--- config.mk ---
export PLATFORM = sky130hd
export DESIGN_NAME = flit_sink_monitor
export DESIGN_NICKNAME = d
export VERILOG_FILES = /design/src/rtl/flit_sink_monitor.sv
export SDC_FILE = /design/constraint.sdc
export NUM_CORES = 1
export LEC_CHECK = 0
export BUFFER_PORTS_ARGS = -buffer_cell sky130_fd_sc_hd__buf_2
export CAP_MARGIN = 5
export CORE_MARGIN = 8
export CORE_UTILIZATION = 35
export DETAILED_ROUTE_END_ITERATION = 16
export PLACE_DENSITY = 0.53
export RECOVER_POWER = 50
export SKIP_CTS_REPAIR_TIMING = 1
export SLEW_MARGIN = 20
export SYNTH_ARGS = -nofsm -noshare
export SYNTH_HDL_FRONTEND = slang
export SYNTH_SLANG_ARGS = --single-unit
--- constraint.sdc ---
create_clock -name clk -period 6.7 [get_ports clk]
set_input_delay 0.67 -clock clk [delete_from_list [all_inputs] [get_ports clk]]
set_output_delay 0.67 -clock clk [all_outputs]
set_load 0.05 [all_outputs]
--- src/rtl/flit_sink_monitor.sv ---
// rtl/flit_sink_monitor.sv - flit stream sink: per-VC framing check, packet/flit stats, data-bus toggle count
module flit_sink_monitor #(
  parameter int DATAW   = 66,
  parameter int TYPEW   = 2,
  parameter int VCHW    = 0,
  parameter logic [TYPEW:0] T_NONE = 3'b000,
  parameter logic [TYPEW:0] T_HEAD = 3'b001,
  parameter logic [TYPEW:0] T_DATA = 3'b010,
  parameter logic [TYPEW:0] T_TAIL = 3'b011,
  parameter int MAX_LEN = 64,
  parameter int CNTW    = 32,
  localparam int NUM_VC = 2 ** (VCHW + 1)
) (
  input  logic              clk,
  input  logic              rst_,
  input  logic [DATAW:0]    idata,
  input  logic              ivalid,
  input  logic [VCHW:0]     ivch,
  input  logic              cnt_en,
  input  logic              clr,
  output logic [CNTW-1:0]   pkt_cnt,
  output logic [CNTW-1:0]   flit_cnt,
  output logic [CNTW-1:0]   toggle_cnt,
  output logic [7:0]        last_len,
  output logic [NUM_VC-1:0] vc_busy,
  output logic              err_orphan,
  output logic              err_nohead,
  output logic              err_len
);

  typedef enum logic {S_IDLE, S_BODY} vc_state_e;

  vc_state_e      state_q [NUM_VC];
  vc_state_e      state_d [NUM_VC];
  logic [7:0]     len_q   [NUM_VC];
  logic [7:0]     len_d   [NUM_VC];
  logic [DATAW:0] prev_data;

  logic [TYPEW:0] ftype;
  logic           flit_acc;
  logic           pkt_done;
  logic [7:0]     done_len;
  logic           set_orphan;
  logic           set_nohead;
  logic           set_len;
  logic [DATAW:0] diff;
  logic [CNTW-1:0] pop;

  assign ftype = idata[DATAW:DATAW-TYPEW];

  always_comb begin
    for (int v = 0; v < NUM_VC; v++) begin
      state_d[v] = state_q[v];
      len_d[v]   = len_q[v];
    end
    flit_acc   = 1'b0;
    pkt_done   = 1'b0;
    done_len   = 8'd0;
    set_orphan = 1'b0;
    set_nohead = 1'b0;
    set_len    = 1'b0;
    if (ivalid && ftype != T_NONE) begin
      flit_acc = 1'b1;
      unique case (state_q[ivch])
        S_IDLE: begin
          if (ftype == T_HEAD) begin
            state_d[ivch] = S_BODY;
            len_d[ivch]   = 8'd0;
          end else if (ftype == T_DATA || ftype == T_TAIL) begin
            set_orphan = 1'b1;
          end
        end
        S_BODY: begin
          if (ftype == T_HEAD) begin
            // A fresh HEAD abandons the open packet and starts counting anew
            set_nohead  = 1'b1;
            len_d[ivch] = 8'd0;
          end else if (ftype == T_DATA) begin
            if (len_q[ivch] != 8'hFF) len_d[ivch] = len_q[ivch] + 8'd1;
            if (32'(len_q[ivch]) >= MAX_LEN) set_len = 1'b1;
          end else if (ftype == T_TAIL) begin
            state_d[ivch] = S_IDLE;
            pkt_done      = 1'b1;
            done_len      = len_q[ivch];
          end
        end
        default: state_d[ivch] = S_IDLE;
      endcase
    end
  end

  always_comb begin
    diff = idata ^ prev_data;
    pop  = '0;
    for (int i = 0; i <= DATAW; i++) pop = pop + CNTW'(diff[i]);
  end

  always_ff @(posedge clk or negedge rst_) begin
    if (!rst_) begin
      for (int v = 0; v < NUM_VC; v++) begin
        state_q[v] <= S_IDLE;
        len_q[v]   <= 8'd0;
      end
      prev_data <= '0;
    end else begin
      for (int v = 0; v < NUM_VC; v++) begin
        state_q[v] <= state_d[v];
        len_q[v]   <= len_d[v];
      end
      prev_data <= idata;
    end
  end

  // clr wins over any same-edge update; the framing FSM above ignores it
  always_ff @(posedge clk or negedge rst_) begin
    if (!rst_) begin
      pkt_cnt    <= '0;
      flit_cnt   <= '0;
      toggle_cnt <= '0;
      last_len   <= 8'd0;
      err_orphan <= 1'b0;
      err_nohead <= 1'b0;
      err_len    <= 1'b0;
    end else if (clr) begin
      pkt_cnt    <= '0;
      flit_cnt   <= '0;
      toggle_cnt <= '0;
      last_len   <= 8'd0;
      err_orphan <= 1'b0;
      err_nohead <= 1'b0;
      err_len    <= 1'b0;
    end else begin
      if (cnt_en) begin
        if (pkt_done) pkt_cnt  <= pkt_cnt + CNTW'(1);
        if (flit_acc) flit_cnt <= flit_cnt + CNTW'(1);
        toggle_cnt <= toggle_cnt + pop;
      end
      if (pkt_done)   last_len   <= done_len;
      if (set_orphan) err_orphan <= 1'b1;
      if (set_nohead) err_nohead <= 1'b1;
      if (set_len)    err_len    <= 1'b1;
    end
  end

  always_comb begin
    for (int v = 0; v < NUM_VC; v++) vc_busy[v] = (state_q[v] == S_BODY);
  end

endmodule

After elaboration in Yosys (flattened, before gate mapping)
Index checks and enable logic that the tools add are counted.
Widths: inputs -> output; s select.
{"block": "word_totals", "reg_bits": 192, "elab_cells": 177}
{"block": "op_classes", "n_addsub": 70, "order_cmp": 3, "eq_ne": 10, "n_mux": 60, "bitwise_logic": 8, "reduce_logical": 14}
{"op": "$add 32x1->32", "count": 35}
{"op": "$mux 32", "count": 8}
{"op": "$mux 8", "count": 11}
{"op": "$xor 67x67->67", "count": 1}
{"op": "$add 32x1->32 const B", "count": 2}
{"op": "$mux 16", "count": 4}
{"op": "$add 31x1->32", "count": 1}
{"op": "$add 32x32->32", "count": 1}
{"op": "$pmux 16 s2", "count": 1}
{"op": "$add 30x1->31", "count": 1}
{"op": "$add 29x1->30", "count": 1}
{"op": "$add 28x1->29", "count": 1}
{"op": "$add 27x1->28", "count": 1}
{"op": "$mux 1", "count": 28}
{"op": "$add 26x1->27", "count": 1}
{"op": "$add 25x1->26", "count": 1}
{"op": "$add 24x1->25", "count": 1}
{"op": "$add 23x1->24", "count": 1}
{"op": "$add 22x1->23", "count": 1}
{"op": "$add 21x1->22", "count": 1}
{"op": "$add 20x1->21", "count": 1}
{"op": "$add 19x1->20", "count": 1}
{"op": "$add 18x1->19", "count": 1}
{"op": "$add 17x1->18", "count": 1}
{"op": "other kinds (45)", "count": 59}

Longest topological paths before layout
Gate-level depths: netlist of run 1.
{"block": "logic_depth", "word_depth": 70, "mapped_depth": 23, "mapped_depth_nobuf": 22}

Worst setup path after synthesis of run 1
No wires, ideal clock.
{"block": "synth_timing", "kind": "in2reg", "startpoint": "in idata[16]", "endpoint": "reg toggle_cnt[16]", "setup_time_ns": 0.125, "t_arrival_ns": 6.814, "required_time_ns": 6.575, "path_slack_ns": -0.239, "path_stages": 22, "n_path_buf": 1, "cell_sequence": "xor2_1 -> fa_1 -> inv_1 -> fa_1 -> inv_1 -> fa_1 -> fa_1 -> fa_1 -> fa_1 -> inv_1 -> fa_1 -> fa_1 -> inv_1 -> ha_1 -> inv_1 -> fa_1 -> nor2b_1 -> o21a_1 -> o2111ai_1 -> clkbuf_1 -> a211oi_1 -> mux2_2"}
{"block": "synth_via", "elab_chain_cells": 55}
{"item": "start: declaration", "line_no": "16", "source": "input logic [DATAW:0] idata,"}
{"item": "$xor 67x67->67", "line_no": "93", "source": "diff = idata ^ prev_data;"}
{"item": "$add 16x1->17", "line_no": "95", "source": "for (int i = 0; i <= DATAW; i++) pop = pop + CNTW'(diff[i]);"}
{"item": "$add 17x1->18", "line_no": "95"}
{"item": "$add 18x1->19", "line_no": "95"}
{"item": "$add 19x1->20", "line_no": "95"}
{"item": "$add 20x1->21", "line_no": "95"}
{"item": "$add 21x1->22", "line_no": "95"}
{"item": "$add 22x1->23", "line_no": "95"}
{"item": "(+5 left out)"}
{"item": "$add 28x1->29", "line_no": "95"}
{"item": "$add 29x1->30", "line_no": "95"}
{"item": "$add 30x1->31", "line_no": "95"}
{"item": "$add 31x1->32", "line_no": "95"}
{"item": "$add 32x1->32 (35 in series)", "line_no": "95"}
{"item": "$add 32x32->32", "line_no": "136", "source": "toggle_cnt <= toggle_cnt + pop;"}
{"item": "$mux 32", "line_no": "133", "source": "if (cnt_en) begin"}
{"item": "$mux 32", "line_no": "124", "source": "end else if (clr) begin"}
{"item": "end signal: assignment", "line_no": "136"}
{"item": "end: declaration", "line_no": "23", "source": "output logic [CNTW-1:0] toggle_cnt,"}
No other way between the ends. The select of a mux whose other input is x is not followed.
A chain may end at the register's enable or synchronous reset.

Worst setup path in the final report of run 1
{"block": "layout_timing", "startpoint": "reg prev_data[16]", "endpoint": "reg toggle_cnt[14]"}
{"block": "layout_via", "elab_chain_cells": 55}
{"item": "start: declaration", "line_no": "37", "source": "logic [DATAW:0] prev_data;"}
{"item": "start signal: assignment", "line_no": "110", "source": "prev_data <= idata;"}
{"item": "$xor 67x67->67", "line_no": "93"}
{"item": "$add 16x1->17", "line_no": "95"}
{"item": "$add 17x1->18", "line_no": "95"}
{"item": "$add 18x1->19", "line_no": "95"}
{"item": "$add 19x1->20", "line_no": "95"}
{"item": "$add 20x1->21", "line_no": "95"}
{"item": "$add 21x1->22", "line_no": "95"}
{"item": "$add 22x1->23", "line_no": "95"}
{"item": "(+5 left out)"}
{"item": "$add 28x1->29", "line_no": "95"}
{"item": "$add 29x1->30", "line_no": "95"}
{"item": "$add 30x1->31", "line_no": "95"}
{"item": "$add 31x1->32", "line_no": "95"}
{"item": "$add 32x1->32 (35 in series)", "line_no": "95"}
{"item": "$add 32x32->32", "line_no": "136"}
{"item": "$mux 32", "line_no": "133"}
{"item": "$mux 32", "line_no": "124"}
No other way between the ends. The select of a mux whose other input is x is not followed.

==> results, run 1 <==
- The flow ran to the end, and the final reports show no timing, DRC or antenna violations.
- Max-cap violations in this run came to 0.
- The library cells used most frequently in the layout, excluding fill and tap cells, are 192 x sky130_fd_sc_hd__dfrtp_1, 120 x sky130_fd_sc_hd__nor2_1, 118 x sky130_fd_sc_hd__buf_2, 67 x sky130_fd_sc_hd__inv_1, 63 x sky130_fd_sc_hd__nand2_1.
- The share of the synthesized area in the top cell type is 43.64%.
- The number of iterations in the first detailed-routing pass is 5.
- The I/O pin count is 182.
- Of all flip-flops after synthesis, the portion carrying an async set or reset was 100.0%.
- The number of global-route vias before repair is 8,365.
- The most common library cell in the layout ignoring fill and taps is sky130_fd_sc_hd__dfrtp_1.
- The antenna diode count is 0.
- The worst reg2reg path endpoint is toggle_cnt[14]$_DFFE_PN0P_.
- The cell area reported after detailed placement is 0.01248 mm^2.
- The pin count of the biggest net entering global routing is 89.
- The cell row count is 65.
- Yosys mapped the design onto 58 distinct sky130hd cell types.
- OpenSTA, run right after detailed placement, puts the worst setup slack at -0.4619 ns.
- The number of antenna violations at the first check in global routing came to 0.
- STA classifies the critical path endpoint as a register.
- The filler cell count is 3,122.
- After synthesis the netlist holds a flip-flop and latch count of 192.
- The count of pins over their slew limit is 0.
- The largest buffer count on any clock path is 2.
- The time the worst path needs with I/O delays and setup is 6.637 ns.
- After legalization and detailed placement, the total HPWL measured 20.20 mm.
- At the end of routability-driven placement, the weighted congestion stood at 0.7770.
- For the worst setup path, the data required time is 7.04 ns.
- The clock drives 192 sinks.
- The level count of the clock H-tree is 4.
- Of the cells placed in the final design, the portion with a size suffix greater than 1 is 19.89%.
- Once routing completed, OpenROAD measured the worst setup slack at 0.06257 ns.
- The die outline width is 193.4 um.
- In this run the worst path has a maximum fanout of 6.
- At the worst endpoint, the arrival time is 6.98 ns.
- The busiest layer in global routing is met2.
- The startpoint type of the worst setup path is a register.
- The critical path is of the reg2reg type.
- The cell count of the worst reg-to-reg path is 22.
- The number of synthesis warnings is 0.
- In this run the clock root is driven by a sky130_fd_sc_hd__clkbuf_16.
- The CTS tree is yes.
- After synthesis, the cell types taking the most area are sky130_fd_sc_hd__dfrtp_1 44%, sky130_fd_sc_hd__fa_1 11%, sky130_fd_sc_hd__xor2_1 4.9%.
- The net count of the finished layout is 1,395.
- Summed over all layers, the global routing overflow is 0.
- From bottom edge to top edge, the die measures 193.4 um.
- Cells fill 42.09% of the core in the end.
- The path class of the tightest hold or removal check is in2async.
- The worst-case headroom to the max-slew limit is 35.85%.
- The worst path uses 99.07% of the clock period.
- Setup repair after global routing could not meet its margin everywhere.
- The quantity of I/O buffers inserted on ports is 181.
- For this run, design rule violations remaining after detail routing come to 0.
- Global routing used 19.80% of the available met1 tracks.
- The remaining antenna violation count after routing is 0.
- Once the floorplan was initialized, standard cells occupied 35.25% of the core.
- Across all register-to-register paths, the minimum setup slack is 0.06 ns.
- The global routing usage on met2 is 23.94%.
- Summing all non-filler instances in the final layout gives an area of 0.01315 mm^2.
- The number of synthesized flops with an enable pin is 0.
- The actual slew at the worst max-slew pin is 0.9587 ns.
- The final routed wirelength across all metal layers is 27.65 mm.
- The first-pass GRT wire length is 45.47 mm.
- The overall global routing resource usage is 14.91%.
- The fraction of met3 tracks used by global routing is 3.749%.
- Compared with the post-synthesis result, the final layout area differs by 19.40%.
- The startpoint of the worst setup timing path is prev_data[16]$_DFF_PN0_.
- After clock tree synthesis, the clock-pin slew on the worst setup and hold paths is 0.08 ns.
- Clock latency on the worst-skew pair, taken at its later pin, is 0.46 ns.
- The share of the Yosys chip area taken by registers is 43.64%.
- The final hold violation count came to 0.
- The launch point of the worst reg-to-reg path is prev_data[16]$_DFF_PN0_.
- The setup total negative slack is 0 ns.
- The wire length per cell is 16.82 um.
- The first routing iteration left 458 violations.
- The largest total area in the synthesized netlist belongs to sky130_fd_sc_hd__dfrtp_1.
- In the synthesized netlist the dominant register cell turns out to be sky130_fd_sc_hd__dfrtp_1.
- Clock skew on the completed layout was measured at 0.01218 ns.
- The via count of the routed design is 8,082.
- Synthesis produced a netlist with a net count of 1,208.
- The final setup violation count is 0.
- The core region area is 0.03123 mm^2.
- The post-synthesis instance area is 0.01101 mm^2.
- The area of the die is 0.03739 mm^2.
- The achievable clock frequency is 150.7 MHz.
- The number of clock buffers added by TritonCTS is 17.
- Dividing the synthesized area by the synthesized cell count gives 10.57 um^2.
- The gate count of the mapped netlist is 1,042.
- The via count normalized by instance count is 4.916.
-- how the worst max path moves through the flow --
stage,end,cells past startpoint
3_5_place_dp,toggle_cnt[14]$_DFFE_PN0P_,23
5_1_grt,toggle_cnt[16]$_DFFE_PN0P_,22
6_report,toggle_cnt[14]$_DFFE_PN0P_,22
4_1_cts,toggle_cnt[14]$_DFFE_PN0P_,22
3_3_place_gp,toggle_cnt[14]$_DFFE_PN0P_,23
2_1_floorplan,toggle_cnt[16]$_DFFE_PN0P_,22
-- kinds of logic (layout without fill, tap and decap cells) --
kind of cell | Yosys count | count (layout) | share of synthesized area [%]
mux | 43 | 43 | 4.285
compound gates | 122 | 122 | 7.387
xor+xnor | 115 | 115 | 9.149
flops | 192 | 192 | 43.64
buf+inv | 110 | 310 | 3.966
fa+ha+maj | 93 | 93 | 14.59
simple gates | 367 | 367 | 16.98
-- through the flow --
| step | hold slack [ns] | instances |
|---|---|---|
| CTS | 0.1776 | 1639 |
| global placement | 0.4814 | 1607 |
| global route | 0.1765 | 1644 |
| finish | 0.1660 | 1644 |
| detailed placement | 0.4876 | 1607 |
| floorplan | 0.3744 | 1042 |
-- cells in the mapped netlist (all sizes together), types with 2 or more instances --
cell / count
and3: 13
nor4: 26
nand3: 36
and2: 7
a21oi: 31
or2: 2
xnor2: 54
nor3: 14
dfrtp: 192
buf: 13
inv: 68
o31ai: 11
o31a: 2
xor2: 61
o21ai: 27
nand4b: 3
nor2b: 33
and4: 10
or4: 7
fa: 59
nand2b: 2
a211oi: 14
clkbuf: 29
o21a: 2
o211ai: 9
mux2i: 10
a31o: 2
a2111oi: 3
a21boi: 3
nand2: 63
nor2: 120
o2111ai: 5
nand3b: 3
nand4: 20
mux2: 33
a21o: 5
or3: 5
ha: 34
-- critical path, cell delays in order, from the launching register on --
cell and delay [ns]:
sky130_fd_sc_hd__dfrtp_1 0.39, sky130_fd_sc_hd__xor2_1 0.18, sky130_fd_sc_hd__fa_1 0.55, sky130_fd_sc_hd__inv_1 0.06, sky130_fd_sc_hd__fa_1 0.54, sky130_fd_sc_hd__inv_1 0.05, sky130_fd_sc_hd__fa_1 0.52, sky130_fd_sc_hd__fa_1 0.44
sky130_fd_sc_hd__fa_1 0.48, sky130_fd_sc_hd__fa_1 0.50, sky130_fd_sc_hd__inv_1 0.05, sky130_fd_sc_hd__fa_1 0.49, sky130_fd_sc_hd__fa_1 0.40, sky130_fd_sc_hd__inv_1 0.07, sky130_fd_sc_hd__ha_2 0.18, sky130_fd_sc_hd__inv_2 0.04
sky130_fd_sc_hd__fa_2 0.34, sky130_fd_sc_hd__nor2b_2 0.13, sky130_fd_sc_hd__o21a_2 0.18, sky130_fd_sc_hd__o2111ai_4 0.17, sky130_fd_sc_hd__buf_12 0.21, sky130_fd_sc_hd__a211oi_2 0.22, sky130_fd_sc_hd__mux2_4 0.32
-- layout make-up --
cell class                      count  area, um^2  area share [%]
Clock buffer                       17       425.4           3.236
Clock inverter                     15       142.6           1.085
Inverter                           68       255.2           1.942
Multi-Input combinational cell    740        5926           45.08
Sequential cell                   192        4805           36.55
Tap cell                          402       503.0           3.826
Timing Repair Buffer              210        1089           8.281
-- routing by layer --
layer  vias to the layer above  wire (um)
met2                       145      13500
met1                      4005      12690
met3                        17       1148
met5                         -          0
met4                         0        309
li1                       3915          -
-- registers in the layout, indices dropped and copies added (netlist names), named ones only --
register / count
flit_cnt: 32
pkt_cnt: 32
err_len: 1
err_nohead: 1
last_len: 8
err_orphan: 1
toggle_cnt: 32
prev_data: 67
len_q: 16
Power of run 1 is not shown: default switching activity piles up to over one toggle a cycle in this logic, so the estimate is an artifact.
==> run 2: changes to the inputs <==
Settings changed: RECOVER_POWER 50 to default, SETUP_SLACK_MARGIN from default to 0.1.
==> results, run 2 (synthesis gave the netlist of run 1 again) <==
- The run finished with clean final reports.
- The number of iterations in the first detailed-routing pass is 5 (unchanged).
- The layout overhead on the synthesized area is 19.96%.
- The count of pins over their slew limit is 0 (unchanged).
- The number of buffers created by CTS came to 17 (unchanged).
- The largest stage delay on the critical path is 0.56 ns (about the same).
- The level count of the clock H-tree is 4 (unchanged).
- The most flop-heavy register is prev_data.
- The setup total negative slack is 0 ns (unchanged).
- The register-to-register path setup slack came to 0.06 ns (about the same).
- The final setup violation count is 0 (unchanged).
- The largest buffer count on any clock path is 2 (unchanged).
- The final hold violation count was 0 (unchanged).
- The number of DRC violations after detailed routing was 0 (unchanged).
- The number of max-capacitance violations reported is 0 (unchanged).
- The cell sitting at the root of the clock tree is a sky130_fd_sc_hd__clkbuf_16.
- The detailed placer's ending HPWL came to 20.23 mm (+0.16%).
- The wire length per cell is 16.78 um (-0.24%).
- The gate family responsible for the most delay along the worst path is adder cells.
- The via count of the routed design was 8,134 (+0.64%).
- The core region area is 0.03123 mm^2 (unchanged).
- The cell row count is 65 (unchanged).
- The number of DRC markers after the initial detailed-route iteration is 340 (-26%).
- The achievable clock frequency is 150.5 MHz (-0.10%).
- The clock latency of the later-clocked register in the worst-skew pair was 0.45 ns (about the same).
- The antenna diode count is 0 (unchanged).
- The area of the die is 0.03739 mm^2 (unchanged).
- The total number of nets in the final design came to 1,395 (unchanged).
- The total congestion overflow after global routing is 0 (unchanged).
- Setup repair after global routing could not meet its margin everywhere.
- The number of flip-flops in the largest register was 67 (unchanged).
- The clock-pin slew of the registers on the worst-case setup and hold paths came to 0.08 ns (about the same).
- The share of post-route cells with drive strength above 1 came to 24.56% (+4.7 points).
- Traced cell by cell, the critical path runs through xor2_1 -> fa_1 -> fa_1 -> inv_1 -> fa_1 -> fa_1 -> fa_1 -> inv_1 -> fa_1 -> inv_1 -> fa_1 -> fa_1 -> inv_1 -> ha_2 -> inv_2 -> fa_2 -> nor2b_2 -> o21a_2 -> o2111ai_4 -> buf_12 -> a211oi_2 -> mux2_4.
- The number of global-route vias before repair is 8,466 (+1.2%).
- The time the worst path needs with I/O delays and setup came to 6.644 ns (+0.006771 ns).
- The number of antenna violations at the first check in global routing is 0 (unchanged).
- The die extent in y is 193.4 um (unchanged).
- The overall global routing resource usage is 14.99% (+0.075 points).
- The final routed wirelength across all metal layers was 27.59 mm (-0.24%).
- The pin count of the biggest net entering global routing is 87 (-2.2%).
- The sink count of the clock tree was 192 (unchanged).
- The placer's final routability congestion estimate is 0.7813 (+0.55%).
- The first-pass GRT wire length came to 45.84 mm (+0.80%).
- The I/O pin count was 182 (unchanged).
- The critical path is of the reg2reg type.
- The die outline width was 193.4 um (unchanged).
- The worst-case headroom to the max-slew limit is 28.62% (-7.2 points).
- On the critical path, the stage with the largest delay is an instance of sky130_fd_sc_hd__fa_1.
- By instance count, the cell type seen most on the critical path is sky130_fd_sc_hd__fa_1.
- The initial standard-cell utilization of the core was 35.25% (unchanged).
- The number of buffer and inverter stages on the critical path is 6 (unchanged).
- The CTS tree is yes.
- The post-route clock skew is 0.01211 ns (-0.00006820 ns).
- The share of the clock period used by the worst path after layout is 99.17% (+0.10 points).
- The remaining antenna violation count after routing is 0 (unchanged).
- In the layout the commonest cells are 192 x sky130_fd_sc_hd__dfrtp_1, 179 x sky130_fd_sc_hd__buf_2, 120 x sky130_fd_sc_hd__nor2_1, 67 x sky130_fd_sc_hd__inv_1, 63 x sky130_fd_sc_hd__nand2_1.
- The endpoint arrival time on the critical path is 6.98 ns (about the same).
- The most common library cell in the layout ignoring fill and taps is sky130_fd_sc_hd__dfrtp_1.
- The actual slew at the worst max-slew pin is 1.071 ns (+0.1120 ns).
- The worst setup path is captured at a register.
- The required time at the worst-slack endpoint is 7.03 ns (about the same).
- The quantity of I/O buffers inserted on ports is 181 (unchanged).
- The worst setup path is launched from a register.
- The peak fanout along the critical path is 11 (+5).
- The path class of the tightest hold or removal check is in2async.
- The via count normalized by instance count is 4.948 (+0.64%).
==> run 2: worst paths after layout <==
path	startpoint	to	depth (start not counted)
max in group asynchronous	rst_	prev_data[58]$_DFF_PN0_	2
setup reg to reg	prev_data[52]$_DFF_PN0_	toggle_cnt[28]$_DFFE_PN0P_	22
hold / removal	rst_	flit_cnt[25]$_DFFE_PN0P_	1
setup / recovery	prev_data[52]$_DFF_PN0_	toggle_cnt[28]$_DFFE_PN0P_	22
min in group clk	idata[40]	prev_data[40]$_DFF_PN0_	1
hold reg to reg	err_orphan$_DFFE_PN0P_	err_orphan$_DFFE_PN0P_	2
==> run 2: cell type report <==
class / count / area [um^2]
Timing Repair Buffer: 210 / 1167
Clock inverter: 15 / 150.1
Fill cell: 3066 / 18020
Sequential cell: 192 / 4805
Inverter: 68 / 255.2
Multi-Input combinational cell: 740 / 5901
Tap cell: 402 / 503.0
Clock buffer: 17 / 425.4
==> run 2: stage by stage <==
step	cell area [um^2]	instances	hold slack [ns]	utilization [%]	worst slack (ns)
global placement	12490	1608	0.4838	39.98	-0.4069
floorplan	11060	1042	0.3744	-	-0.04364
finish	13210	1644	0.1588	42.29	0.05580
CTS	13060	1640	0.1497	41.83	-0.1217
global route	13210	1644	0.1629	42.29	-0.1910
detailed placement	12490	1608	0.4855	39.98	-0.4663
==> run 2: metal layers <==
| metal | up-vias | track usage (%) | part of all wire [%] |
|---|---|---|---|
| met5 | - | 0 | 0 |
| met4 | 0 | 4.418 | 1.7 |
| met3 | 23 | 3.749 | 4.1 |
| met2 | 145 | 24.33 | 48 |
| met1 | 4053 | 19.56 | 46 |
| li1 | 3913 | - | - |
Power of run 2 is left out for the same reason.
==> run 3: changes to the inputs <==
Settings changed: REMOVE_ABC_BUFFERS from default to 1.
==> results, run 3 (synthesis gave the netlist of run 1 again) <==
- In the layout the commonest cells are 192 x sky130_fd_sc_hd__dfrtp_1, 180 x sky130_fd_sc_hd__buf_2, 120 x sky130_fd_sc_hd__nor2_1, 65 x sky130_fd_sc_hd__inv_1, 63 x sky130_fd_sc_hd__nand2_1.
- The quantity of I/O buffers inserted on ports is 181 (unchanged).
- The die extent in y is 193.4 um (unchanged).
- The detailed-routed wire length on met2 is 12.92 mm (-2.0%).
- The number of buffers created by CTS is 17 (unchanged).
- The clock-pin slew of the registers on the worst-case setup and hold paths was 0.08 ns (about the same).
- The path class of the tightest hold or removal check is in2async.
- The sink count of the clock tree came to 192 (unchanged).
- The count of pins over their slew limit is 0 (unchanged).
- The routed length on met1 is 13.26 mm (+3.6%).
- Compared with the post-synthesis result, the final layout area differs by 20.99%.
- The peak fanout along the critical path came to 6 (-5).
- The routed length on met3 is 959 um (-14%).
- The number of global-route vias before repair was 8,244 (-2.6%).
- The time the worst path needs with I/O delays and setup is 6.676 ns (+0.03190 ns).
- The startpoint type of the worst setup path is a register.
- The required time at the worst-slack endpoint is 7.03 ns (about the same).
- The number of DRC violations after detailed routing is 0 (unchanged).
- The number of flip-flops in the largest register is 67 (unchanged).
- The first-pass GRT wire length is 44.83 mm (-2.2%).
- The via count of the routed design is 8,072 (-0.76%).
- Leaving out fill and tap cells, the most frequent cell in the layout is sky130_fd_sc_hd__dfrtp_1.
- The achievable clock frequency came to 149.8 MHz (-0.48%).
- The total congestion overflow after global routing is 0 (unchanged).
- The most flop-heavy register is prev_data.
- TritonCTS built the clock tree.
- The share of post-route cells with drive strength above 1 is 25.26% (+0.70 points).
- The clock latency of the later-clocked register in the worst-skew pair is 0.45 ns (about the same).
- The cell row count is 65 (unchanged).
- The endpoint arrival time on the critical path was 7.00 ns (+0.02 ns).
- In this run the critical register-to-register path is launched from prev_data[28]$_DFF_PN0_.
- The core region area is 0.03123 mm^2 (unchanged).
- The number of DRC markers after the initial detailed-route iteration is 451 (+33%).
- The actual slew at the worst max-slew pin is 1.428 ns (+0.3572 ns).
- The number of antenna violations at the first check in global routing is 0 (unchanged).
- The initial standard-cell utilization of the core is 35.25% (unchanged).
- In this run the critical register-to-register path is captured at toggle_cnt[14]$_DFFE_PN0P_.
- The cell count of the worst reg-to-reg path came to 22 (unchanged).
- The pin count of the biggest net entering global routing is 79 (-9.2%).
- The number of max-capacitance violations reported came to 0 (unchanged).
- The wire length per cell is 16.71 um (-0.40%).
- The antenna diode count is 0 (unchanged).
- The run finished with clean final reports.
- The die outline width is 193.4 um (unchanged).
- The placer's final routability congestion estimate is 0.8072 (+3.3%).
- The path type of the worst setup path is reg2reg.
- The level count of the clock H-tree came to 4 (unchanged).
- The total number of nets in the final design is 1,396 (+0.072%).
- Following the worst setup path forward leads to its endpoint at toggle_cnt[14]$_DFFE_PN0P_.
- The detailed placer's ending HPWL is 20.09 mm (-0.69%).
- The area of the die is 0.03739 mm^2 (unchanged).
- The sort of element at the end of the critical path is a register.
- The register-to-register path setup slack is 0.02 ns (-0.03 ns).
- The final hold violation count is 0 (unchanged).
- The largest buffer count on any clock path came to 2 (unchanged).
- The final routed wirelength across all metal layers is 27.49 mm (-0.34%).
- The share of the clock period used by the worst path after layout is 99.64% (+0.48 points).
- The cell sitting at the root of the clock tree is a sky130_fd_sc_hd__clkbuf_16.
- Setup repair after global routing could not meet its margin everywhere.
- The overall global routing resource usage is 14.67% (-0.32 points).
- The number of iterations in the first detailed-routing pass is 5 (unchanged).
- The final setup violation count is 0 (unchanged).
- The final non-filler cell area is 0.01332 mm^2 (+0.86%).
- The startpoint of the worst setup timing path is prev_data[28]$_DFF_PN0_.
- The cell area reported after detailed placement is 0.01245 mm^2 (-0.29%).
- The worst-case headroom to the max-slew limit is 4.809% (-24 points).
- The highest metal layer with signal wires is met4.
- The I/O pin count is 182 (unchanged).
- The remaining antenna violation count after routing is 0 (unchanged).
- The utilization after layout is 42.65% (+0.36 points).
- The via count normalized by instance count is 4.907 (-0.82%).
- The post-route clock skew came to 0.01352 ns (+0.001411 ns).
==> run 3: metrics by stage <==
step | setup WS [ns] | TNS, ns | hold WS, ns | std cells
after detailed placement | -0.6466 | -10.54 | 0.4858 | 1610
final | 0.02390 | 0 | 0.2059 | 1645
after global routing | -0.2272 | -2.358 | 0.2147 | 1645
after floorplan | -0.2977 | -2.543 | 0.3744 | 1000
after global placement | -0.5704 | -9.537 | 0.4800 | 1610
after CTS | -0.2535 | -1.908 | 0.2032 | 1642
==> run 3: worst min-delay path by stage <==
stage / start / endpoint / slack [ns] / depth (start not counted)
2_1_floorplan: rst_ / async pin / 0.37 / 0
3_3_place_gp: err_orphan$_DFFE_PN0P_ / err_orphan$_DFFE_PN0P_ / 0.48 / 2
3_5_place_dp: err_orphan$_DFFE_PN0P_ / err_orphan$_DFFE_PN0P_ / 0.49 / 2
4_1_cts: rst_ / flit_cnt[26]$_DFFE_PN0P_ / 0.20 / 1
5_1_grt: rst_ / flit_cnt[26]$_DFFE_PN0P_ / 0.21 / 1
6_report: rst_ / flit_cnt[25]$_DFFE_PN0P_ / 0.21 / 1
==> run 3: critical path: stages (launching register included) <==
cell,delay (ns)
sky130_fd_sc_hd__dfrtp_1,0.38
sky130_fd_sc_hd__xor2_1,0.16
sky130_fd_sc_hd__fa_1,0.52
sky130_fd_sc_hd__fa_1,0.50
sky130_fd_sc_hd__inv_1,0.05
sky130_fd_sc_hd__fa_1,0.52
sky130_fd_sc_hd__inv_1,0.05
sky130_fd_sc_hd__fa_1,0.57
sky130_fd_sc_hd__fa_2,0.45
sky130_fd_sc_hd__fa_1,0.49
sky130_fd_sc_hd__inv_1,0.05
sky130_fd_sc_hd__fa_1,0.49
sky130_fd_sc_hd__fa_1,0.42
sky130_fd_sc_hd__inv_1,0.07
sky130_fd_sc_hd__ha_2,0.19
sky130_fd_sc_hd__inv_2,0.04
sky130_fd_sc_hd__fa_2,0.35
sky130_fd_sc_hd__nor2b_2,0.13
sky130_fd_sc_hd__o21a_2,0.21
sky130_fd_sc_hd__o2111ai_4,0.16
sky130_fd_sc_hd__buf_6,0.20
sky130_fd_sc_hd__a211oi_4,0.24
sky130_fd_sc_hd__mux2_4,0.32
==> run 3: area by class of cell <==
| cell class | instances | area (um^2) |
|---|---|---|
| clock buffers | 17 | 425.4 |
| clock inverters | 15 | 203.9 |
| multi-input cells | 740 | 5981 |
| flip-flops and latches | 192 | 4805 |
| inverters | 68 | 255.2 |
| fillers | 3057 | 17910 |
| repair buffers | 211 | 1147 |
| well taps | 402 | 503.0 |
==> run 3: per-layer routing <==
metal | up-vias | GRT usage, %
li1 | 3911 | -
met1 | 4003 | 20.37
met2 | 141 | 22.94
met3 | 17 | 2.881
met4 | 0 | 4.304
met5 | - | 0
Power of run 3 is left out for the same reason.
